## src/rtl/fifo_uart_pkg.sv

```systemverilog
`default_nettype none
// ============================================================================
//  Module   : fifo_uart_pkg
//  Purpose  : Shared types and constants for the FIFO-fed UART transmitter.
//             Holds the transmitter state encoding, frame-level constants
//             and a small parity helper used when parity is built in.
//  Revision : 1.0  - initial release
// ============================================================================
package fifo_uart_pkg;

    // Transmitter sequencing states. PARITY is only ever entered when the
    // parity option is compiled in; otherwise it is an unused encoding.
    typedef enum logic [2:0] {
        IDLE   = 3'd0,
        FETCH  = 3'd1,
        LOAD   = 3'd2,
        START  = 3'd3,
        DATA   = 3'd4,
        PARITY = 3'd5,
        STOP   = 3'd6
    } uart_state_t;

    localparam int   DATA_BITS   = 8;
    localparam logic START_LEVEL = 1'b0;
    localparam logic STOP_LEVEL  = 1'b1;

    // Even parity: the parity bit makes the total count of ones even,
    // which is simply the XOR of the data bits.
    function automatic logic even_parity(input logic [DATA_BITS-1:0] data);
        return ^data;
    endfunction

endpackage : fifo_uart_pkg
`default_nettype wire

```

## src/rtl/fifo_uart_tx_baud.sv

```systemverilog
`default_nettype none
// ============================================================================
//  Module   : uart_baud_tick
//  Purpose  : Bit-period timer for the UART transmitter. Counts
//             0..CLKS_PER_BIT-1 and flags the last cycle of every serial bit.
//  Ports    : clock     - system clock, rising edge
//             reset     - asynchronous reset, active-high
//             clear     - holds the counter at zero (transmitter not framing)
//             bit_done  - high on the last cycle of the current bit period
//  Revision : 1.0  - initial release
// ============================================================================
module uart_baud_tick #(
    parameter int CLKS_PER_BIT = 16
) (
    input  logic clock,
    input  logic reset,
    input  logic clear,
    output logic bit_done
);

    // Guard the width so a degenerate parameter still elaborates cleanly.
    localparam int CNT_W = (CLKS_PER_BIT > 1) ? $clog2(CLKS_PER_BIT) : 1;
    localparam logic [CNT_W-1:0] C_LAST_COUNT = CNT_W'(CLKS_PER_BIT - 1);

    logic [CNT_W-1:0] r_count;
    logic             w_at_last;

    assign w_at_last = (r_count == C_LAST_COUNT);

    always_ff @(posedge clock or posedge reset) begin
        if (reset) begin
            r_count <= '0;
        end else if (clear || w_at_last) begin
            // Wrapping on the last cycle makes every bit boundary a clear.
            r_count <= '0;
        end else begin
            r_count <= r_count + 1'b1;
        end
    end

    // Masked by clear so no spurious boundary is reported while held idle.
    assign bit_done = w_at_last && !clear;

endmodule : uart_baud_tick
`default_nettype wire

```

## src/rtl/fifo_uart_tx.sv

```systemverilog
`default_nettype none
// ============================================================================
//  Module   : fifo_uart_tx
//  Purpose  : UART transmitter that drains the upstream 8-bit FIFO. Pops one
//             byte per frame through an active-low read strobe and
//             serialises it as start bit, 8 data bits LSB first, optional
//             even parity and one stop bit.
//  Config   : `UART_TX_PARITY_EN - when defined, an even-parity bit is
//             inserted between the last data bit and the stop bit.
//  Ports    : clock       - system clock, rising edge
//             reset       - asynchronous reset, active-high
//             enable      - permits new frames to start
//             fifo_empty  - FIFO empty flag
//             fifo_data   - FIFO read data, valid the cycle after the strobe
//             fifo_read_n - FIFO read strobe, active-low, one cycle per byte
//             tx          - serial output, idles high
//             busy        - high while a byte is fetched or transmitted
//  Revision : 1.0  - initial release
// ============================================================================
module fifo_uart_tx
    import fifo_uart_pkg::*;
#(
    parameter int CLKS_PER_BIT = 16
) (
    input  logic                 clock,
    input  logic                 reset,
    input  logic                 enable,
    input  logic                 fifo_empty,
    input  logic [DATA_BITS-1:0] fifo_data,
    output logic                 fifo_read_n,
    output logic                 tx,
    output logic                 busy
);

    localparam logic [2:0] C_LAST_BIT = 3'(DATA_BITS - 1);

    uart_state_t          r_state;
    logic [DATA_BITS-1:0] r_shift;
    logic [2:0]           r_bit_idx;
    logic                 r_tx;
    logic                 r_read_n;
    logic                 r_busy;
`ifdef UART_TX_PARITY_EN
    logic                 r_parity;
`endif

    logic w_bit_done;
    logic w_baud_clear;
    logic w_can_start;

    // The bit timer only runs while a frame is on the line; it sits at zero
    // through IDLE/FETCH/LOAD so the start bit always gets a full period.
    assign w_baud_clear = (r_state == IDLE) || (r_state == FETCH) || (r_state == LOAD);

    // The only two places a new frame may be launched evaluate this.
    assign w_can_start = enable && !fifo_empty;

    uart_baud_tick #(
        .CLKS_PER_BIT (CLKS_PER_BIT)
    ) u_baud (
        .clock    (clock),
        .reset    (reset),
        .clear    (w_baud_clear),
        .bit_done (w_bit_done)
    );

    always_ff @(posedge clock or posedge reset) begin
        if (reset) begin
            r_state   <= IDLE;
            r_shift   <= '0;
            r_bit_idx <= '0;
            r_tx      <= STOP_LEVEL;
            r_read_n  <= 1'b1;
            r_busy    <= 1'b0;
`ifdef UART_TX_PARITY_EN
            r_parity  <= 1'b0;
`endif
        end else begin
            case (r_state)
                IDLE: begin
                    if (w_can_start) begin
                        r_state  <= FETCH;
                        r_read_n <= 1'b0;
                        r_busy   <= 1'b1;
                    end
                end

                FETCH: begin
                    // Strobe is a single cycle; the FIFO presents data next.
                    r_read_n <= 1'b1;
                    r_state  <= LOAD;
                end

                LOAD: begin
                    r_shift <= fifo_data;
`ifdef UART_TX_PARITY_EN
                    r_parity <= even_parity(fifo_data);
`endif
                    r_tx    <= START_LEVEL;
                    r_state <= START;
                end

                START: begin
                    if (w_bit_done) begin
                        // Present bit 0 and pre-shift so r_shift[0] is
                        // always the next bit to go out.
                        r_tx      <= r_shift[0];
                        r_shift   <= {1'b0, r_shift[DATA_BITS-1:1]};
                        r_bit_idx <= '0;
                        r_state   <= DATA;
                    end
                end

                DATA: begin
                    if (w_bit_done) begin
                        // Wraps 7 -> 0 on exit, ready for the next frame.
                        r_bit_idx <= r_bit_idx + 3'd1;
                        if (r_bit_idx == C_LAST_BIT) begin
`ifdef UART_TX_PARITY_EN
                            r_tx    <= r_parity;
                            r_state <= PARITY;
`else
                            r_tx    <= STOP_LEVEL;
                            r_state <= STOP;
`endif
                        end else begin
                            r_tx    <= r_shift[0];
                            r_shift <= {1'b0, r_shift[DATA_BITS-1:1]};
                        end
                    end
                end

`ifdef UART_TX_PARITY_EN
                PARITY: begin
                    if (w_bit_done) begin
                        r_tx    <= STOP_LEVEL;
                        r_state <= STOP;
                    end
                end
`endif

                STOP: begin
                    if (w_bit_done) begin
                        // Chaining straight into FETCH gives the minimum
                        // two-cycle high gap (FETCH, LOAD) between frames.
                        if (w_can_start) begin
                            r_state  <= FETCH;
                            r_read_n <= 1'b0;
                        end else begin
                            r_state <= IDLE;
                            r_busy  <= 1'b0;
                        end
                    end
                end

                default: begin
                    // Unreachable encodings recover to a clean idle line.
                    r_state  <= IDLE;
                    r_tx     <= STOP_LEVEL;
                    r_read_n <= 1'b1;
                    r_busy   <= 1'b0;
                end
            endcase
        end
    end

    assign tx          = r_tx;
    assign fifo_read_n = r_read_n;
    assign busy        = r_busy;

endmodule : fifo_uart_tx
`default_nettype wire

```

## config.mk

```make
export PLATFORM = sky130hd
export DESIGN_NAME = fifo_uart_tx
export DESIGN_NICKNAME = d
export VERILOG_FILES = /design/src/rtl/fifo_uart_pkg.sv /design/src/rtl/fifo_uart_tx_baud.sv /design/src/rtl/fifo_uart_tx.sv
export SDC_FILE = /design/constraint.sdc
export NUM_CORES = 1
export LEC_CHECK = 0
export ABC_AREA = 1
export CAP_MARGIN = 20
export CORE_ASPECT_RATIO = 1.25
export CORE_MARGIN = 2
export CORE_UTILIZATION = 54
export CTS_CLUSTER_SIZE = 40
export DETAILED_ROUTE_END_ITERATION = 6
export GPL_TIMING_DRIVEN = 0
export HOLD_SLACK_MARGIN = 0.15
export PLACE_DENSITY_LB_ADDON = 0.2
export SETUP_SLACK_MARGIN = 0.3
export SLEW_MARGIN = 20
export SYNTH_ARGS = -nofsm -noshare
export SYNTH_HDL_FRONTEND = slang
export SYNTH_SLANG_ARGS = --single-unit
export TNS_END_PERCENT = 5
```

## constraint.sdc

```tcl
create_clock -name clock -period 1.84 [get_ports clock]
set_clock_uncertainty 0.2 [all_clocks]
set_input_delay 0.368 -clock clock [delete_from_list [all_inputs] [get_ports clock]]
set_output_delay 0.368 -clock clock [all_outputs]
set_load 0.005 [all_outputs]
```

## Yosys cells after proc, flatten, opt, wreduce, memory -nomap -nowiden

Cells that the tools add are included.

- Add/subtract/negate cells: 2
- Bitwise operators: 3
- Reduce and logical (&&, ||, !) cells: 19
- Muxes and demuxes: 26
- Eq/ne operators: 14

Operators by type and width:

| kind | count |
|---|---|
| two-way mux 8 bit | 3 |
| case mux 8 bit (3 select lines) | 1 |
| two-way mux 3 bit | 7 |
| case mux 3 bit (6 select lines) | 1 |
| == test 3 bit (second input constant) | 3 |
| two-way mux 1 bit | 9 |
| != test 2 bit (second input constant) | 4 |
| AND reduction 4 bit | 2 |
| == test 3 x 2 -> 1 bit (second input constant) | 2 |
| != test 2 x 1 -> 1 bit (second input constant) | 3 |
| case mux 1 bit (3 select lines) | 2 |
| case mux 3 bit (2 select lines) | 1 |
| AND reduction 3 bit | 2 |
| OR reduction 3 bit | 2 |
| AND reduction 5 bit | 1 |
| adder 4 x 1 -> 4 bit (second input constant) | 1 |
| == test 4 bit (second input constant) | 1 |
| two-way mux 4 bit | 1 |
| case mux 1 bit (4 select lines) | 1 |
| OR reduction 4 bit | 1 |
| adder 3 x 1 -> 3 bit (second input constant) | 1 |
| == test 3 x 1 -> 1 bit (second input constant) | 1 |
| logical NOT 3 bit | 1 |
| logical OR 1 bit | 3 |
| other kinds (6) | 10 |

- Output and inout bits: 3
- Input bits: 12
- Flip-flop bits (word level): 21

## Longest topological paths before layout

Gate-level depths: netlist (run 1).

- Word-level depth: 7
- Depth in mapped cells: 9

## Modules after synthesis

A second synthesis (run 1) with hierarchy kept.

- Cell total of the unflattened synthesis: 165
- Area total of the unflattened synthesis: 1256.2 µm²

By module, submodules not included:

| module | area each (µm²) | cells each | times used |
|---|---|---|---|
| fifo_uart_tx | 1058.5 | 145 | 1 |
| uart_baud_tick | 197.7 | 20 | 1 |

## Worst setup path after synthesis (run 1)

No wires, ideal clock.

- Path type: register to register
- From: register r_bit_idx[0]
- To: register r_shift[0]
- Path buffers: 0
- Arrival: 1.203 ns
- Required time: 1.575 ns
- Setup slack: 0.373 ns
- Cell stages (with the launch flop): 10
- Setup time: 0.065 ns
- Cell sequence: dfrtp_1 > ha_1 > ha_1 > inv_1 > nor2_1 > nor2_4 > nand2_4 > inv_4 > nand2_1 > nand2_1

- Cells in the longest elaborated chain, start to end: 3

RTL lines:

| what | RTL line | RTL |
|---|---|---|
| start: declaration | fifo_uart_tx.sv:39 | `logic [2:0] r_bit_idx;` |
| start signal: assignment | fifo_uart_tx.sv:117 | `r_bit_idx <= r_bit_idx + 3'd1;` |
| == test 3 bit | fifo_uart_tx.sv:118 | `if (r_bit_idx == C_LAST_BIT) begin` |
| != test 2 bit (no line) | - |  |
| AND reduction 4 bit (no line) | - |  |
| end signal: assignment | fifo_uart_tx.sv:95 | `r_shift <= fifo_data;` |
| end signal: assignment | fifo_uart_tx.sv:108 | `r_shift <= {1'b0, r_shift[DATA_BITS-1:1]};` |
| end signal: assignment | fifo_uart_tx.sv:128 | `r_shift <= {1'b0, r_shift[DATA_BITS-1:1]};` |
| end: declaration | fifo_uart_tx.sv:38 | `logic [DATA_BITS-1:0] r_shift;` |

Every way passes these cells.
A chain may end at the register's enable or synchronous reset.

## Worst setup path after layout (run 1)

- From: register r_bit_idx[0]
- To: register r_shift[1]

Same word-level chain as after synthesis.

==> impl_results.md, run 1 <==
- Setup TNS: 0 ps
- Die span in y: 57.0 um
- Vias in the first global route: 958
- Data required, critical path: approximately 1800 ps
- RSZ-0062 raised after global routing: yes
- GRT Total Usage: 20.0%
- Share of layout cells above drive strength 1: 23.3%
- N_diodes: 0
- Crit-path cells: ha_2, ha_4, inv_2, nor2_2, nor2_4, nand2_8, nand2_1, nand2_2
- Total CTS buffers: 3
- Largest net degree at the start of global routing: 22
- Nets: 196
- Post-route DRC: 0
- Clk slew on worst S/H paths: 110 ps
- Mux share of post-synthesis cell area: 0%
- Area contributors post-synth: dfrtp_1 (39%), nand2_1 (20%), nand3_1 (4.5%)
- Mapped Nets: around 170
- GRT overflow: 0
- Port buffer count: 14
- Hpwl dp: 1.71 mm
- DR pass1 iterations: 4
- Synthesis Warnings: 0
- Post-Syn Area per Cell: 7.73 um^2
- Startpoint Class: flop
- Status: complete, no violations
- Library cells used by synthesis: 27
- Maximum VDD drop: 0.435 mV
- Worst slew margin: 47.5%
- Fin crit share: ~90%
- MaxCap Viol Count: 0
- Critical Path AT: 1620 ps
- Worst Hold Class: reg -> reg
- PD cells: about 500 nW/um^2
- Area leader, netlist: dfrtp_1
- Synthesized cell area: 1210 um^2
- Area grow syn2layout: 26.3%
- CP max stage cell: dfrtp_1
- Core ar.: 2160 um^2
- Gpl congestion: about 0.93
- Synth Area in Adders: under 10%
- Critical path capture point type: flop
- Fin. Hold Viols: 0
- Synth Flop Type: dfrtp_1
- Most common cell in the netlist: nand2_1
- Maximum fanout along the worst path: 5
- Die W: ~46 um
- Max Clk Rate: 620 MHz
- Max Root-Sink Buffers: 2
- CP max stage delay: 420 ps
- Initial Util: 56.1%
- Die area: 2650 um^2
- CTS tree: done
- Register area share after synthesis: between 40% and 50%
- Vias per cell: 5.08
- Final setup violation count: 0
- FP Rows: 19
- Avg WL per Cell: 11.5 um
- H-tree Lvls: 1
- Vias after detailed routing: 1071
- Static Leak: about 0.73 nW
- Finished Core Util: just over 70%
- Yosys reg bits: 21
- Post-synthesis compound-gate area fraction: 5.98%
- Final wirelength: 2.44 mm
- Mapped Cells: 157
- Max-slew violation count: 0
- Slew @ Worst Pin: 787 ps
- First-pass GRT wire length: approximately 3.9 mm
- Leading cell types by count after synthesis: nand2_1 (64), dfrtp_1 (19), inv_1 (12), nand3_1 (11), nor2_1 (11)
- EDFF count, synth: 0
- Post-route ant nets: 0
- Clk root buf: clkbuf_4
- Io pins: 15
- CTS Sinks: 21
- DR iter-0 viols: 22
- Synth Area in XOR/XNOR: 1.44%
- Top cell type's share of synthesized area: 39.2%
- Synth Area in Simple Gates: 39.1%
- Crit path time final: 1610 ps
- Largest family of logic cells by synthesized area: simple AND/OR/NAND/NOR gates
- Clk_lat worst skew: approximately 300 ps
- Crit Path Class: reg -> reg
- Async SR Flop Fraction: 100%
- Antenna violations before repair: 0
[through the flow]
stage	std cells	area (um^2)	setup WS [ps]	power [mW]	hold slack, ps
6_report	211	1530	227	0.748	276
5_1_grt	211	1530	167	0.782	302
3_5_place_dp	202	1390	89.9	0.533	258
4_1_cts	206	1420	184	0.752	275
2_1_floorplan	157	1210	373	0.501	143
3_3_place_gp	202	1390	100	0.531	242
[cell type report]
cell class / instances / area, um^2
buffer: 2 / 25.0
clock buffer: 4 / 26.3
fill: 172 / 631
inverter: 15 / 68.8
multi-input combinational: 120 / 674
sequential: 21 / 531
tap: 31 / 38.8
timing repair buffer: 18 / 169
[report_power, final]
group          total [mW]  switching [mW]  internal (mW)
registers           0.474         0.00431          0.470
logic              0.0525          0.0230         0.0296
clock network       0.221           0.137         0.0845
[layer usage]
| layer | vias up | GRT usage, % | wire, um |
|---|---|---|---|
| met3 | 6 | 4.43 | 95 |
| met1 | 493 | 23.4 | 1030 |
| met4 | 0 | 9.39 | 51 |
| li1 | 551 | - | - |
| met2 | 21 | 33.5 | 1260 |
| met5 | - | 0 | 0 |
[worst max-delay path: cells and delay by family, from the launching register on]
family / cells / cell delay, ps
simple gates: 5 / 500
flops: 1 / 420
fa+ha+maj: 2 / 340
buf+inv: 1 / 50
[state kept, by name, indices dropped and copies added (netlist names)]
signal and cells:
tx 1, fifo_read_n 1, r_bit_idx 3, r_shift 8
u_baud.r_count 4, busy 1, r_state 3
[layout by cell type, fill, tap and decap left out, types with 2 or more instances in the layout]
cell type        synthesis  layout
o21ai_1                  3       3
nand3_1                 11      11
dfrtp_2                  0       2
o21ai_0                  4       4
inv_1                   12       9
nand2_1                 64      58
nand2_2                  3       8
clkbuf_4                 0       3
buf_4                    0       4
nor2_1                  11      10
clkdlybuf4s50_1          0      11
nor2_2                   2       2
nand3_4                  1       2
nand2_4                  2       3
nand4_1                  6       6
ha_2                     0       2
dfrtp_1                 19      17
inv_2                    2       5
clkdlybuf4s15_1          0       2
dfstp_2                  2       2
nor2_4                   1       2
[final timing paths]
| path | from | endpoint | slack (ps) | depth (start not counted) |
|---|---|---|---|---|
| worst max-delay path | r_bit_idx[0] | r_shift[1] | 230 | 8 |
| min in group asynchronous | reset | r_shift[6] | 300 | 2 |
| worst min-delay path | tx | tx | 280 | 2 |
| max in group asynchronous | reset | r_state[0] | 610 | 2 |
| worst max register to register | r_bit_idx[0] | r_shift[1] | 230 | 8 |
| worst min register to register | tx | tx | 280 | 2 |
[cells by family (layout without fill, tap and decap cells)]
family                   Yosys count  after routing
AO/OA/AOI/OAI                     11             11
XOR/XNOR                           2              2
adder cells (fa/ha/maj)            3              3
buffers and inverters             17             39
flip-flops                        21             21
AND/OR/NAND/NOR                  103            104
[repair_timing]
| item | 4_1_cts | 5_1_grt |
|---|---|---|
| setup buffers | 0 | 4 |
| hold buffers | 0 | 0 |
| endpoints found under the setup margin | 15 | 20 |
| resized for setup | 3 | 25 |
| pin swaps | 0 | 9 |
| gates cloned | 0 | 1 |
| hold endpoints to repair | 0 | 0 |
(Power assumes the default switching activity.)
==> run 2, diff against run 1 <==
CELL_PAD_IN_SITES_DETAIL_PLACEMENT = 1   (was unset)
CELL_PAD_IN_SITES_GLOBAL_PLACEMENT = 1   (was unset)
CORE_UTILIZATION = 40   (was 54)
==> run 2 against run 1 <==
Against the previous run:
- combinational power down 5.5%
- critical path depth down 1
- via count up 6.8%
- final cell count up 4.7%
- clock power up 8%
- count of clock-buffer cells in the layout unchanged
- first-iteration DRC count down 32%
- cell area up 1.3%
- utilization down 18 points
- sequential share of layout area down 0.45 points
- largest power group unchanged
==> impl_results.md, run 2 (synthesis gave the netlist of run 1 again) <==
- Status: complete, no violations
- Switching share of power: 23.6% (+1.7 points)
- Critical R2R Launch: r_state[0]
- CTS Sinks: 21 (unchanged)
- Hold_ws: 283 ps (+7.88 ps)
- Clk_lat worst skew: 320 ps (+20 ps)
- Final wirelength: 3.20 mm (+31%)
- Largest net degree at the start of global routing: 22 (unchanged)
- Combinational power share: 6.5% (-0.5 points)
- Vias after detailed routing: 1144 (+6.8%)
- Io pins: 15 (unchanged)
- RSZ-0062 raised after global routing: yes
- Static Leak: 0.762 nW (+3.7%)
- Clock power frac: 31.3% (+1.7 points)
- Core ar.: 2920 um^2 (+35%)
- Largest registers: r_shift: 8 flops, u_baud.r_count: 4 flops
- Antenna violations before repair: 0 (unchanged)
- Max Clk Rate: 614 MHz (-0.96%)
- Critical Path AT: 1640 ps (+20 ps)
- Post-route DRC: 0 (unchanged)
- Hpwl dp: 2.23 mm (+30%)
- Gpl congestion: 0.793 (-15%)
- Final Non-Filler Cells: 221 (+4.7%)
- Fin. Hold Viols: 0 (unchanged)
- Max reg flops: 8 (unchanged)
- Vias per cell: 5.18 (+2.0%)
- GRT overflow: 0 (unchanged)
- Most common cell after layout, fill and taps aside: nand2_1
- Die span in y: 65.6 um (+15%)
- Worst Hold Class: reg -> reg
- CTS tree: done
- Critical path capture point type: flop
- FP Rows: 22 (+3)
- Finished Core Util: 53.2% (-18 points)
- Post-route ant nets: 0 (unchanged)
- Crit Path Class: reg -> reg
- Die area: 3490 um^2 (+32%)
- Crit path time final: 1630 ps (+15.7 ps)
- Data required, critical path: 1850 ps (about the same)
- Max-slew violation count: 0 (unchanged)
- Worst hold start: tx
- Maximum fanout along the worst path: 5 (unchanged)
- Slew @ Worst Pin: 837 ps (+50.0 ps)
- Max Root-Sink Buffers: 2 (unchanged)
- Critical Path Start: r_state[0]
- Fill cells: 377 (+120%)
- Vias in the first global route: 1148 (+20%)
- First-pass GRT wire length: 5.22 mm (+35%)
- MaxCap Viol Count: 0 (unchanged)
- Die W: 53.3 um (+15%)
- Placed Cells: 207 (+2.5%)
- Int Pwr: 0.583 mW (-0.27%)
- Reg with most FFs: r_shift
- NetSw: 0.180 mW (+9.7%)
- Initial Util: 41.6% (-15 points)
- Register share of total power: 62.2% (-1.2 points)
- Fin crit share: 88.5% (+0.85 points)
- Most frequent cells in the layout: nand2_1 (60), dfrtp_1 (17), clkdlybuf4s50_1 (11)
- GRT Total Usage: 20.5% (+0.49 points)
- Clk root buf: clkbuf_4
- Total CTS buffers: 3 (unchanged)
- Nets: 201 (+2.6%)
- Clk slew on worst S/H paths: 130 ps (+20 ps)
- Maximum VDD drop: 0.386 mV (-11%)
- H-tree Lvls: 1 (unchanged)
- Startpoint Class: flop
- DR iter-0 viols: 15 (-32%)
- Worst slew margin: 44.1% (-3.3 points)
- Area grow syn2layout: 27.9%
- PD cells: 491 nW/um^2 (+0.61%)
- Avg WL per Cell: 14.5 um (+25%)
- DR pass1 iterations: 3 (-1)
- Final setup violation count: 0 (unchanged)
- Share of layout cells above drive strength 1: 27.0% (+3.7 points)
- Setup TNS: 0 ps (unchanged)
- Port buffer count: 14 (unchanged)
- N_diodes: 0 (unchanged)
- Hold_buf cts: 0 (unchanged)
-- run 2: cell types whose count changed in the layout (fill, tap and decap cells not counted), moves of 2 or more --
cell and delta:
buf_2 +2, buf_4 +5, clkdlybuf4s15_1 -2, inv_2 -2, nand2_1 +2, nand3_1 -2, nand3_2 +2, nor2_1 -2
nor2_2 +3
-- run 2: path summary, 6_finish.rpt --
| kind | end | slack [ps] | cells past startpoint |
|---|---|---|---|
| worst max-delay path | r_state[0] | 210 | 7 |
| worst min register to register | tx | 280 | 2 |
| worst min-delay path | tx | 280 | 2 |
| worst max register to register | r_state[0] | 210 | 7 |
| max in group asynchronous | r_state[1] | 560 | 2 |
| min in group asynchronous | r_shift[5] | 310 | 2 |
-- run 2: through the flow --
stage / power [mW] / instance area [um^2] / worst slack, ps
2_1_floorplan: 0.501 / 1210 / 373
4_1_cts: 0.771 / 1500 / 234
6_report: 0.762 / 1550 / 211
5_1_grt: 0.791 / 1550 / 133
3_5_place_dp: 0.535 / 1400 / 31.6
3_3_place_gp: 0.531 / 1400 / 61.3
-- run 2: final cells by class --
cell class	count	area, um^2	share of cell area (%)
multi-input combinational	120	666	42.9
sequential	21	531	34.2
timing repair buffer	23	196	12.7
inverter	15	63.8	4.11
tap	36	45.0	2.90
clock buffer	4	26.3	1.69
buffer	2	25.0	1.61
-- run 2: power groups by stage --
stage | clock (mW) | sequential, mW | combinational, mW
6_report | 0.238 | 0.474 | 0.0496
5_1_grt | 0.259 | 0.475 | 0.0563
4_1_cts | 0.246 | 0.474 | 0.0503
3_5_place_dp | 0 | 0.483 | 0.0514
3_3_place_gp | 0 | 0.483 | 0.0488
2_1_floorplan | 0 | 0.482 | 0.0191
-- run 2: timing repair --
item                       4_1_cts  5_1_grt
pin swaps                        6        8
gates resized for setup         21        9
setup endpoints to repair       16       19
buffers inserted                 5        4
gates cloned                     1        0
-- run 2: per-layer routing --
layer,wire [um],GRT usage [%],vias up
met1,1270,22.9,550
li1,-,-,553
met5,0,0,-
met4,148,13.1,0
met3,86,2.73,15
met2,1700,35.3,26
-- run 2: critical path: stages (launching register included) --
cell and delay (ps):
dfrtp_2 470, buf_4 170, inv_1 100, nand3_1 120, nor2_1 200, nor2_2 90
nand4_1 110, nand2_1 80
==> run 3, diff against run 2 <==
CORE_ASPECT_RATIO = unset   (was 1.25)
==> run 3 against run 2 <==
Against the previous run:
- cell area barely moved
- sequential share of layout area hardly changed
- non-clock buffer count down 2
- total power shrank 0.73%
- worst hold slack gained 14 ps
- global-route usage down 1.1 points
- utilization increased by 1.7 points
- critical path depth is 2 higher
- register-to-register slack hardly changed
- count of clock-buffer cells in the layout decreased by 1
- die area is essentially flat
- clock power decreased by 3%
- critical path type unchanged
==> impl_results.md, run 3 (synthesis gave the netlist of run 1 again) <==
- Post-route DRC: 0 (unchanged)
- Initial Util: 42.9% (+1.3 points)
- MaxCap Viol Count: 0 (unchanged)
- First-pass GRT wire length: 5.17 mm (-0.92%)
- CTS tree: done
- Vias in the first global route: 1153 (+0.44%)
- Crit path time final: 1630 ps (-1.84 ps)
- Hpwl dp: 2.16 mm (-3.2%)
- DR iter-0 viols: 39 (+24)
- DR pass1 iterations: 4 (+1)
- Final setup violation count: 0 (unchanged)
- Vias per cell: 5.21 (+0.74%)
- Maximum fanout along the worst path: 7 (+2)
- Register share of total power: 62.7% (+0.5 points)
- Most common cell after layout, fill and taps aside: nand2_1
- Die span in y: 59.1 um (-9.9%)
- Int Pwr: 0.580 mW (-0.43%)
- Hold path cells: 2 (unchanged)
- GRT overflow: 0 (unchanged)
- Largest net degree at the start of global routing: 22 (unchanged)
- Status: complete, no violations
- Combinational power share: 6.9% (+0.4 points)
- Max Clk Rate: 614 MHz (+0.11%)
- Pwr Total: 0.757 mW (-0.73%)
- Nets: 199 (-1.0%)
- Static Leak: 0.763 nW (about the same)
- Most frequent cells in the layout: nand2_1 (62), dfrtp_1 (17), clkdlybuf4s50_1 (11)
- Total CTS buffers: 3 (unchanged)
- NetSw: 0.177 mW (-1.7%)
- Critical R2R Launch: r_bit_idx[0]
- Maximum VDD drop: 0.349 mV (-9.5%)
- Largest registers: r_shift: 8 flops, u_baud.r_count: 4 flops
- Max-slew violation count: 0 (unchanged)
- Core ar.: 2830 um^2 (-3.0%)
- CP max stage delay: 410 ps (-60 ps)
- CTS Sinks: 21 (unchanged)
- Reg with most FFs: r_shift
- Gpl congestion: 0.759 (-4.3%)
- Startpoint Class: flop
- PD cells: 487 nW/um^2 (-0.81%)
- Setup TNS: 0 ps (unchanged)
- RSZ-0062 raised after global routing: yes
- Worst Hold Class: reg -> reg
- Max reg flops: 8 (unchanged)
- GRT Total Usage: 19.4% (-1.1 points)
- Hold_ws: 297 ps (+14.0 ps)
- Antenna violations before repair: 0 (unchanged)
- Worst slew margin: 44.0% (-0.13 points)
- Fin crit share: 88.4% (-0.10 points)
- Cell family with most CP delay: simple AND/OR/NAND/NOR gates
- Die W: 59.1 um (+11%)
- Hold Crit Endpoint: r_shift[5]
- Data required, critical path: 1900 ps (+50 ps)
- Critical Path AT: 1680 ps (+40 ps)
- Io pins: 15 (unchanged)
- Critical path capture point type: flop
- Avg WL per Cell: 14.9 um (+2.6%)
- Post-route ant nets: 0 (unchanged)
- Clk_lat worst skew: 300 ps (-20 ps)
- Fin. Hold Viols: 0 (unchanged)
- Port buffer count: 14 (unchanged)
- Worst hold start: r_shift[5]
- Max Root-Sink Buffers: 2 (unchanged)
- Clock power frac: 30.4% (-0.9 points)
- Switching share of power: 23.4% (-0.23 points)
- Clk slew on worst S/H paths: 130 ps (about the same)
- Slew @ Worst Pin: 839 ps (+1.94 ps)
- Vias after detailed routing: 1116 (-2.4%)
- Crit path top cell by count: nand2_2
- H-tree Lvls: 1 (unchanged)
- Reg2Reg Capture Point: r_shift[3]
- FP Rows: 19 (-14%)
- R2R Setup Slk: 210 ps (about the same)
- Area grow syn2layout: 28.0% (about the same)
- Share of layout cells above drive strength 1: 24.6% (-2.4 points)
- Die area: 3490 um^2 (about the same)
- Crit Path Class: reg -> reg
- Worst Path Buf+Inv: 2 (unchanged)
- R2R cell count: 9 (+2)
- Final wirelength: 3.18 mm (-0.69%)
- Crit-path cells: ha_2, ha_4, inv_2, nor2_2, nor2_4, nand2_8, inv_8, nand2_2, nand2_2
- CP max stage cell: dfrtp_1
- Clk root buf: clkbuf_4
- N_diodes: 0 (unchanged)
[run 3: changes by cell type in the layout (fill, tap and decap cells not counted), sizes merged]
cell,change
clkinv,+1
clkbuf,-1
buf,-2
[run 3: stage by stage]
step,std cells,setup slack [ps],utilization (%),area [um^2]
4_1_cts,210,216,52.4,1480
3_3_place_gp,202,44.0,49.2,1390
6_report,214,213,54.9,1550
3_5_place_dp,202,-29.9,49.2,1390
5_1_grt,214,157,54.9,1550
2_1_floorplan,157,373,-,1210
[run 3: power groups by stage]
| stage | clock network (mW) | registers, mW | logic, mW |
|---|---|---|---|
| 2_1_floorplan | 0 | 0.482 | 0.0191 |
| 3_3_place_gp | 0 | 0.483 | 0.0489 |
| 3_5_place_dp | 0 | 0.483 | 0.0516 |
| 4_1_cts | 0.243 | 0.474 | 0.0533 |
| 5_1_grt | 0.256 | 0.476 | 0.0576 |
| 6_report | 0.230 | 0.475 | 0.0519 |
[run 3: what timing repair did]
item,CTS,global route
pin swaps,5,6
gates cloned,1,0
hold buffers,0,0
resized for setup,23,5
setup buffers,3,4
endpoints found under the setup margin,17,20
[run 3: cell type report]
type                    count  area [um^2]
flip-flops and latches     21          531
plain buffers               2         25.0
fillers                   342         1270
well taps                  31         38.8
inverters                  15         66.3
clock inverters             1         5.00
clock buffers               3         22.5
repair buffers             21          194
multi-input cells         120          672
[run 3: worst max-delay path by stage]
stage,slack [ps],to,start,depth (start not counted)
3_5_place_dp,-30,busy,enable,7
5_1_grt,160,r_shift[0],r_bit_idx[0],9
3_3_place_gp,40,r_state[0],enable,7
4_1_cts,220,r_shift[3],r_bit_idx[1],9
2_1_floorplan,370,r_shift[0],r_bit_idx[0],9
6_report,210,r_shift[3],r_bit_idx[0],9
[run 3: worst reg2reg max path: cells and delay by family (launching register included)]
family / cells / cell delay, ps
simple gates: 5 / 440
fa+ha+maj: 2 / 380
flops: 1 / 410
buf+inv: 2 / 140
[run 3: per-layer routing]
| metal | up-vias | GRT usage (%) | routed length, um |
|---|---|---|---|
| li1 | 556 | - | - |
| met1 | 530 | 24.1 | 1450 |
| met2 | 22 | 33.3 | 1570 |
| met3 | 8 | 2.84 | 94 |
| met4 | 0 | 8.12 | 65 |
| met5 | - | 0 | 0 |
